## src/rtl/conv_feed_arbiter.sv

```systemverilog
// Round-robin arbiter between two frame sources that latches the granted coded frame
// and feeds it to the convolutional decoder two bits per data_ack request.
module conv_feed_arbiter #(
  parameter int unsigned FRAME_BITS = 24
) (
  input  logic                  clk,
  input  logic                  rst_n,
  input  logic                  req_a,
  input  logic [FRAME_BITS-1:0] frame_a,
  input  logic                  req_b,
  input  logic [FRAME_BITS-1:0] frame_b,
  output logic                  done_a,
  output logic                  done_b,
  input  logic                  data_ack,
  output logic [1:0]            rx,
  output logic                  seq_rdy,
  output logic                  busy,
  output logic                  owner
);

  localparam int unsigned NSym = FRAME_BITS / 2;
  localparam int unsigned CntW = $clog2(NSym + 1);

  typedef enum logic [1:0] {StIdle, StFeed, StDone} state_e;

  state_e                state_q;
  logic [FRAME_BITS-1:0] frame_q;
  logic [CntW-1:0]       cnt_q;
  logic [1:0]            rx_q;
  logic                  owner_q;
  logic                  prio_q;

  logic grant_b;
  logic owner_req;
  logic last_sym;

  // B wins when it is the only requester or when both request and B holds priority.
  assign grant_b   = req_b & (~req_a | prio_q);
  assign owner_req = owner_q ? req_b : req_a;
  assign last_sym  = (cnt_q == CntW'(NSym - 1));

  always_ff @(posedge clk or negedge rst_n) begin
    if (!rst_n) begin
      state_q <= StIdle;
      frame_q <= '0;
      cnt_q   <= '0;
      rx_q    <= 2'b00;
      owner_q <= 1'b0;
      prio_q  <= 1'b0;
    end else begin
      unique case (state_q)
        StIdle: begin
          if (req_a || req_b) begin
            owner_q <= grant_b;
            frame_q <= grant_b ? frame_b : frame_a;
            cnt_q   <= '0;
            state_q <= StFeed;
          end
        end
        StFeed: begin
          if (!owner_req) begin
            // Abort: the pending data_ack is dropped and rx keeps its last symbol.
            state_q <= StIdle;
            cnt_q   <= '0;
            prio_q  <= ~owner_q;
          end else if (data_ack) begin
            rx_q    <= frame_q[FRAME_BITS-1 -: 2];
            frame_q <= frame_q << 2;
            cnt_q   <= cnt_q + CntW'(1);
            if (last_sym) begin
              state_q <= StDone;
            end
          end
        end
        StDone: begin
          prio_q  <= ~owner_q;
          state_q <= StIdle;
        end
        default: state_q <= StIdle;
      endcase
    end
  end

  assign rx      = rx_q;
  assign owner   = owner_q;
  assign seq_rdy = (state_q == StFeed);
  assign busy    = (state_q == StFeed) || (state_q == StDone);
  assign done_a  = (state_q == StDone) && !owner_q;
  assign done_b  = (state_q == StDone) && owner_q;

endmodule

```

## config.mk

```make
export PLATFORM = sky130hd
export DESIGN_NAME = conv_feed_arbiter
export DESIGN_NICKNAME = d
export VERILOG_FILES = /design/src/rtl/conv_feed_arbiter.sv
export SDC_FILE = /design/constraint.sdc
export NUM_CORES = 1
export LEC_CHECK = 0
export BUFFER_PORTS_ARGS = -buffer_cell sky130_fd_sc_hd__buf_4
export CAP_MARGIN = 5
export CORE_UTILIZATION = 30
export DETAILED_ROUTE_END_ITERATION = 8
export REMOVE_ABC_BUFFERS = 1
export SETUP_SLACK_MARGIN = 0.1
export SLEW_MARGIN = 20
export SYNTH_ARGS = -nofsm -noshare
export SYNTH_HDL_FRONTEND = slang
export SYNTH_SLANG_ARGS = --single-unit
```

## constraint.sdc

```tcl
create_clock -name clk -period 4.03 [get_ports clk]
set_input_delay 0.2015 -clock clk [delete_from_list [all_inputs] [get_ports clk]]
set_output_delay 0.2015 -clock clk [all_outputs]
set_load 0.01 [all_outputs]
```

==> results of run 1 <==
-- report_power, final --
group	switching (mW)	leakage (nW)	internal, mW
clock	0.127	0.0472	0.137
combinational	0.444	0.689	0.360
sequential	0.0795	0.436	0.481
-- through the flow --
stage | hold WS [ns] | utilization [%] | power (mW) | area [µm²]
after floorplan | -0.0941 | - | 1.14 | 2000
after global placement | 0.177 | 37.6 | 1.36 | 2570
after detailed placement | 0.176 | 37.6 | 1.37 | 2570
after CTS | 0.271 | 39.1 | 1.64 | 2670
after global routing | 0.286 | 39.1 | 1.78 | 2670
final | 0.267 | 39.1 | 1.63 | 2670
-- final cells by class --
class / count / area [µm²] / share of cell area, %
clock buffers: 6 / 82.6 / 3.09
multi-input cells: 178 / 1140 / 42.5
inverters: 3 / 11.3 / 0.421
clock inverters: 2 / 12.5 / 0.468
well taps: 96 / 120 / 4.49
repair buffers: 61 / 460 / 17.2
flip-flops and latches: 34 / 851 / 31.8
-- layer usage --
metal | wire [µm] | part of all wire (%) | global-route usage (%) | up-vias
met4 | 45 | 0.91 | 3.64 | 0
met5 | 0 | 0 | 0 | -
li1 | - | - | - | 941
met1 | 2430 | 49 | 20.0 | 865
met2 | 2160 | 44 | 20.3 | 58
met3 | 299 | 6.1 | 2.86 | 5
-- Yosys cell counts, types with 2 or more instances --
master    instances
dfrtp_1          34
nand2_1          27
a21oi_1          24
nand2b_1         24
nor2b_1          23
a221oi_1         22
o21ai_1          19
clkbuf_1         10
buf_6             5
buf_2             4
ha_1              4
o21ai_0           4
inv_1             3
mux2_2            3
mux2i_1           3
a22o_1            2
and2_1            2
buf_4             2
nand3b_1          2
nor2_1            2
o31ai_1           2
-- worst min path at each step --
stage | startpoint | endpoint | slack [ns] | depth (start not counted)
after CTS | req_a | owner | 0.27 | 3
final | frame_a[1] | frame_q[1] | 0.27 | 3
after floorplan | rst_n | cnt_q[0] | -0.09 | 0
after global routing | frame_a[1] | frame_q[1] | 0.29 | 3
after global placement | rst_n | cnt_q[2] | 0.18 | 1
after detailed placement | rst_n | cnt_q[2] | 0.18 | 1
-- flip-flops by register name, indices dropped and copies added, names as in the netlist --
register,count
cnt_q,4
frame_q,24
owner,1
prio_q,1
rx,2
state_q,2
-- cells by family (layout without fill, tap and decap cells) --
logic type                 after synthesis  count (layout)  share of synthesized area (%)
muxes                                    7               7                           3.64
xor gates and xnor gates                 1               1                          0.412
and+or+nand+nor                         86              86                           22.3
AOI/OAI and AO/OA                       80              80                           24.5
adders and majority gates                4               4                           2.35
DFF                                     34              34                           40.0
buffers and inverters                   25              72                           6.76
-- critical path: stages (launching register included) --
cell and delay, ns:
dfrtp_1 0.40, inv_1 0.09, ha_2 0.57, nand3b_1 0.18
o211a_2 0.75, o21ai_0 0.21
==> flow_summary.ini, run 1 <==
[clock_tree]
hold_buffers = 1
clk_latency_ns = 0.28
postCtsResizedCells = 0
cts.htree.levels = 2
path_clk_slew_ns = 0.07
cts_tree = yes
cts.sinks = 34
clockRootBuffer = clkbuf_8
cts_buffer_depth = 2
numCtsBuffers = 5
postCtsSetupRepairBufs = 0

[synth]
ys_seq_area_share_pct = 40.0
syn_inst = 237
synth_top_area_share_pct = 40.0
yosysWarnings = 0
ys_ff_latch = 34
synth_cell_types = 37
avgSynthCellArea_um2 = 8.98
synth_edf_count = 0
synth_area_um2 = 2130
ys.flop_type = dfrtp_1
async_reset_ff_share_pct = 100
synth.area.top_cells = dfrtp_1, a221oi_1, nand2b_1
synth_area_leader_cell = dfrtp_1

[routing]
ant_nets = 0
drtIter0Drc = 67
routed_wl_mm = 4.94
viasPerCell = 4.92
firstDrtPassIters = 4
wl_per_cell_um = 13.0
drc = 0
vias = 1869

[sta]
hold_viol_final = 0
final.setup.worst_slack_ns = 1.67
fin_tns_setup_ns = 0
period_needed_ns = 2.36
setup_viol_count_final = 0
rsz0062_at_grt = no
clock_skew_ns = 0.00410
slew_viol_final = 0
worst_slew_pin_slew_ns = 0.996
max_freq_mhz = 424
fin_crit_sh_pct = 58.6
slew_headroom_pct = 33.6

[die]
dieArea_um2 = 7430
fp.coreArea_um2 = 6830
fp.dieH_um = 86.2
floorplan.initialDensity_pct = 31.2
dieWidth_um = 86.2
ios = 60
num_rows = 30

[placement]
dpl.hpwl_mm = 3.32
dp_cells = 371
place_congestion = 0.732
portBuffers = 59
dpl_worst_slack_ns = 1.65

[finish]
mostFrequentLayoutCell = buf_4
diodes = 0
layout-drive-gt1-share_pct = 27.1
layout_common_cells = buf_4, dfrtp_1, nand2_1
nFillCells = 733
final_cells = 380
syn_to_final_growth_pct = 25.6
finalNetCount = 340

[critical_path]
reg2reg_depth = 5
timing.rr.end = frame_q[23]
end_kind = flop
endpoint = frame_q[23]
r2r_start = state_q[1]
required_ns = 4.15
worst_ep_arrival_time_ns = 2.48
startpoint_type = flop
crit_start = state_q[1]
crit_path_max_fanout = 48
critical_path_class = reg -> reg
rrSetupSlack_ns = 1.67

[pwr]
ir_drop_uv = 181
p_per_area_nw_per_um2 = 609
power.leakage_nw = 1.17

[global_routing]
grt_overflow_total = 0
grt_pass1_vias = 1672
grtUsageTotal_pct = 13.6
antenna_found_initial = 0
grt_pass1_wl_mm = 8.12
grt_max_degree = 49

[status]
outcome = finished, final reports clean

[worst_hold_path]
hp-class = in -> reg

[run]
max_cap_violations = 0
Note: power is estimated with default switching activity, not from simulation.
==> inputs of run 2 (changes only) <==
Settings changed: ABC_AREA set to 1.
Clock period 4.03 ns to 2.3 ns, I/O delays scaled along.
==> flow_summary.ini, run 2 <==
[finish]
mostFrequentLayoutCell = nand2_1
syn_to_final_growth_pct = 26.0
diodes = 0
largest_reg_flops = 24
layout-drive-gt1-share_pct = 24.4
finalNetCount = 409
layout_common_cells = nand2_1, nand3_1, buf_4
top_regs = frame_q x24, cnt_q x4
final_util_pct = 39.6
top_register = frame_q

[status]
outcome = finished, final reports clean

[placement]
dpl_worst_slack_ns = 0.340
portBuffers = 59
dpl.hpwl_mm = 3.58
place_congestion = 0.755

[global_routing]
grt_max_degree = 35
grt_pass1_vias = 1907
grt_pass1_wl_mm = 8.82
grtUsageTotal_pct = 14.9
antenna_found_initial = 0
grt_overflow_total = 0

[critical_path]
end_kind = flop
r2r_start = state_q[1]
critical_path_class = reg -> reg
timing.rr.end = frame_q[14]
startpoint_type = flop
rrSetupSlack_ns = 0.32
path_cells = inv_1 > ha_1 > inv_2 > nand2_1 > nand3_2 > nor2_4 > nand3_1 > nand2_1
path_buf_inv = 2
slowest_stage = nor2_4
worst_ep_arrival_time_ns = 2.20
reg2reg_depth = 8
required_ns = 2.52
cp_top_family = simple AND/OR/NAND/NOR gates
slowest_delay_ns = 0.44
path_common_cell = nand2_1
crit_path_max_fanout = 24

[pwr]
intPower_mw = 1.79
netSwitchingFraction_pct = 44.3
p_per_area_nw_per_um2 = 1180
share_comb_of_total_power_pct = 53.2
power_frac_clock_pct = 14.3
switchingPower_mw = 1.42
power.leakage_nw = 1.43
p_seq_share_pct = 32.5
ir_drop_uv = 341

[sta]
fin_tns_setup_ns = 0
clock_skew_ns = 0.00645
worst_slew_pin_slew_ns = 0.554
final.setup.worst_slack_ns = 0.321
slew_headroom_pct = 63.0
period_needed_ns = 1.98
slew_viol_final = 0
fin_crit_sh_pct = 86.1
hold_viol_final = 0
rsz0062_at_grt = no
setup_viol_count_final = 0
max_freq_mhz = 505

[synth]
synth_area_um2 = 2160
yosysWarnings = 0
synth.area.top_cells = dfrtp_1, nand2_1, nand3_1
synth-compound-area-share_pct = 2.09
async_reset_ff_share_pct = 100
ys_seq_area_share_pct = 39.4
avgSynthCellArea_um2 = 7.25
ys_ff_latch = 34
syn_inst = 298
synth_top_area_share_pct = 39.4
yosysMostFrequentCell = nand2_1
synth_area_leader_cell = dfrtp_1
ys.flop_type = dfrtp_1
synth_cell_types = 21
synthMuxAreaShare_pct = 0
synthSimpleGateAreaFrac_pct = 46.9
synth_top_family_by_area = simple AND/OR/NAND/NOR gates
synth_fa_ha_area_share_pct = 2.32
synth-xor-area-share_pct = 0.406
synth_edf_count = 0
ys_top_cells_by_count = nand2_1, nand3_1, dfrtp_1, or2_0, inv_1

[run]
max_cap_violations = 0

[routing]
routed_wl_mm = 5.10
drtIter0Drc = 96
vias = 2024
firstDrtPassIters = 6
wl_per_cell_um = 11.3
drc = 0
viasPerCell = 4.51
ant_nets = 0

[clock_tree]
postCtsResizedCells = 0
clk_latency_ns = 0.28
cts.sinks = 34
numCtsBuffers = 5
cts_buffer_depth = 2
cts_tree = yes
hold_buffers = 1
path_clk_slew_ns = 0.07
postCtsSetupRepairBufs = 0
cts.htree.levels = 2
clockRootBuffer = clkbuf_8

[worst_hold_path]
hold_depth = 3
min_to = rx[1]
hold_start = data_ack
hp-class = in -> reg

[die]
ios = 60
dieWidth_um = 86.8
floorplan.initialDensity_pct = 31.4
dieArea_um2 = 7540
num_rows = 30
fp.coreArea_um2 = 6870
fp.dieH_um = 86.8
==> run 2: changes by cell type after synthesis, sizes merged, moves of 4 or more <==
cell    delta
nor2b     -23
o21ai     -16
clkbuf     -8
a21oi     -22
nand3     +77
mux2i      -4
inv       +14
nand2b    -25
or2       +21
nand2     +84
a221oi    -22
==> run 2: final cells by class <==
class                           count  area (µm²)
Clock buffer                        6        82.6
Clock inverter                      2        12.5
Fill cell                         727        4150
Inverter                           17        63.8
Multi-Input combinational cell    231        1120
Sequential cell                    34         851
Tap cell                           96         120
Timing Repair Buffer               63         475
==> run 2: through the flow <==
stage	total power, mW	hold WS (ns)	instances	instance area, µm²
after detailed placement	2.78	0.0953	440	2620
after floorplan	2.22	-0.181	282	2030
final	3.21	0.121	449	2720
after global placement	2.74	0.0917	440	2620
after global routing	3.55	0.112	449	2720
after CTS	3.25	0.111	449	2720
==> run 2: power groups by stage <==
stage | Sequential, mW | Clock (mW) | Combinational (mW)
finish | 1.04 | 0.458 | 1.71
global route | 1.07 | 0.508 | 1.96
CTS | 1.04 | 0.473 | 1.74
detailed placement | 1.05 | 0 | 1.72
global placement | 1.05 | 0 | 1.70
floorplan | 1.02 | 0 | 1.20
==> run 2: worst max path at each step <==
stage	from	endpoint	slack, ns	depth (start not counted)
finish	state_q[1]	frame_q[14]	0.32	8
global route	state_q[1]	frame_q[23]	0.12	8
CTS	state_q[1]	frame_q[14]	0.30	8
detailed placement	state_q[1]	frame_q[22]	0.34	8
global placement	state_q[1]	frame_q[22]	0.40	8
floorplan	state_q[1]	frame_q[10]	0.47	7
==> run 2: kinds of logic after synthesis <==
logic type | count (synthesis)
adders and majority gates | 4
and+or+nand+nor | 217
AOI/OAI and AO/OA | 9
xor gates and xnor gates | 1
buffers and inverters | 33
DFF | 34
==> run 2: tightest hold or removal path, delay by kind of cell <==
kind	cells	cell delay (ns)
buffers and inverters	1	0.12
and+or+nand+nor	2	0.13
==> run 2: per-layer routing <==
layer	vias to the layer above	GRT usage, %	wire (µm)
li1	1069	-	-
met1	896	20.1	2540
met2	55	23.7	2280
met3	4	4.38	254
met4	0	3.33	24
met5	-	0	0
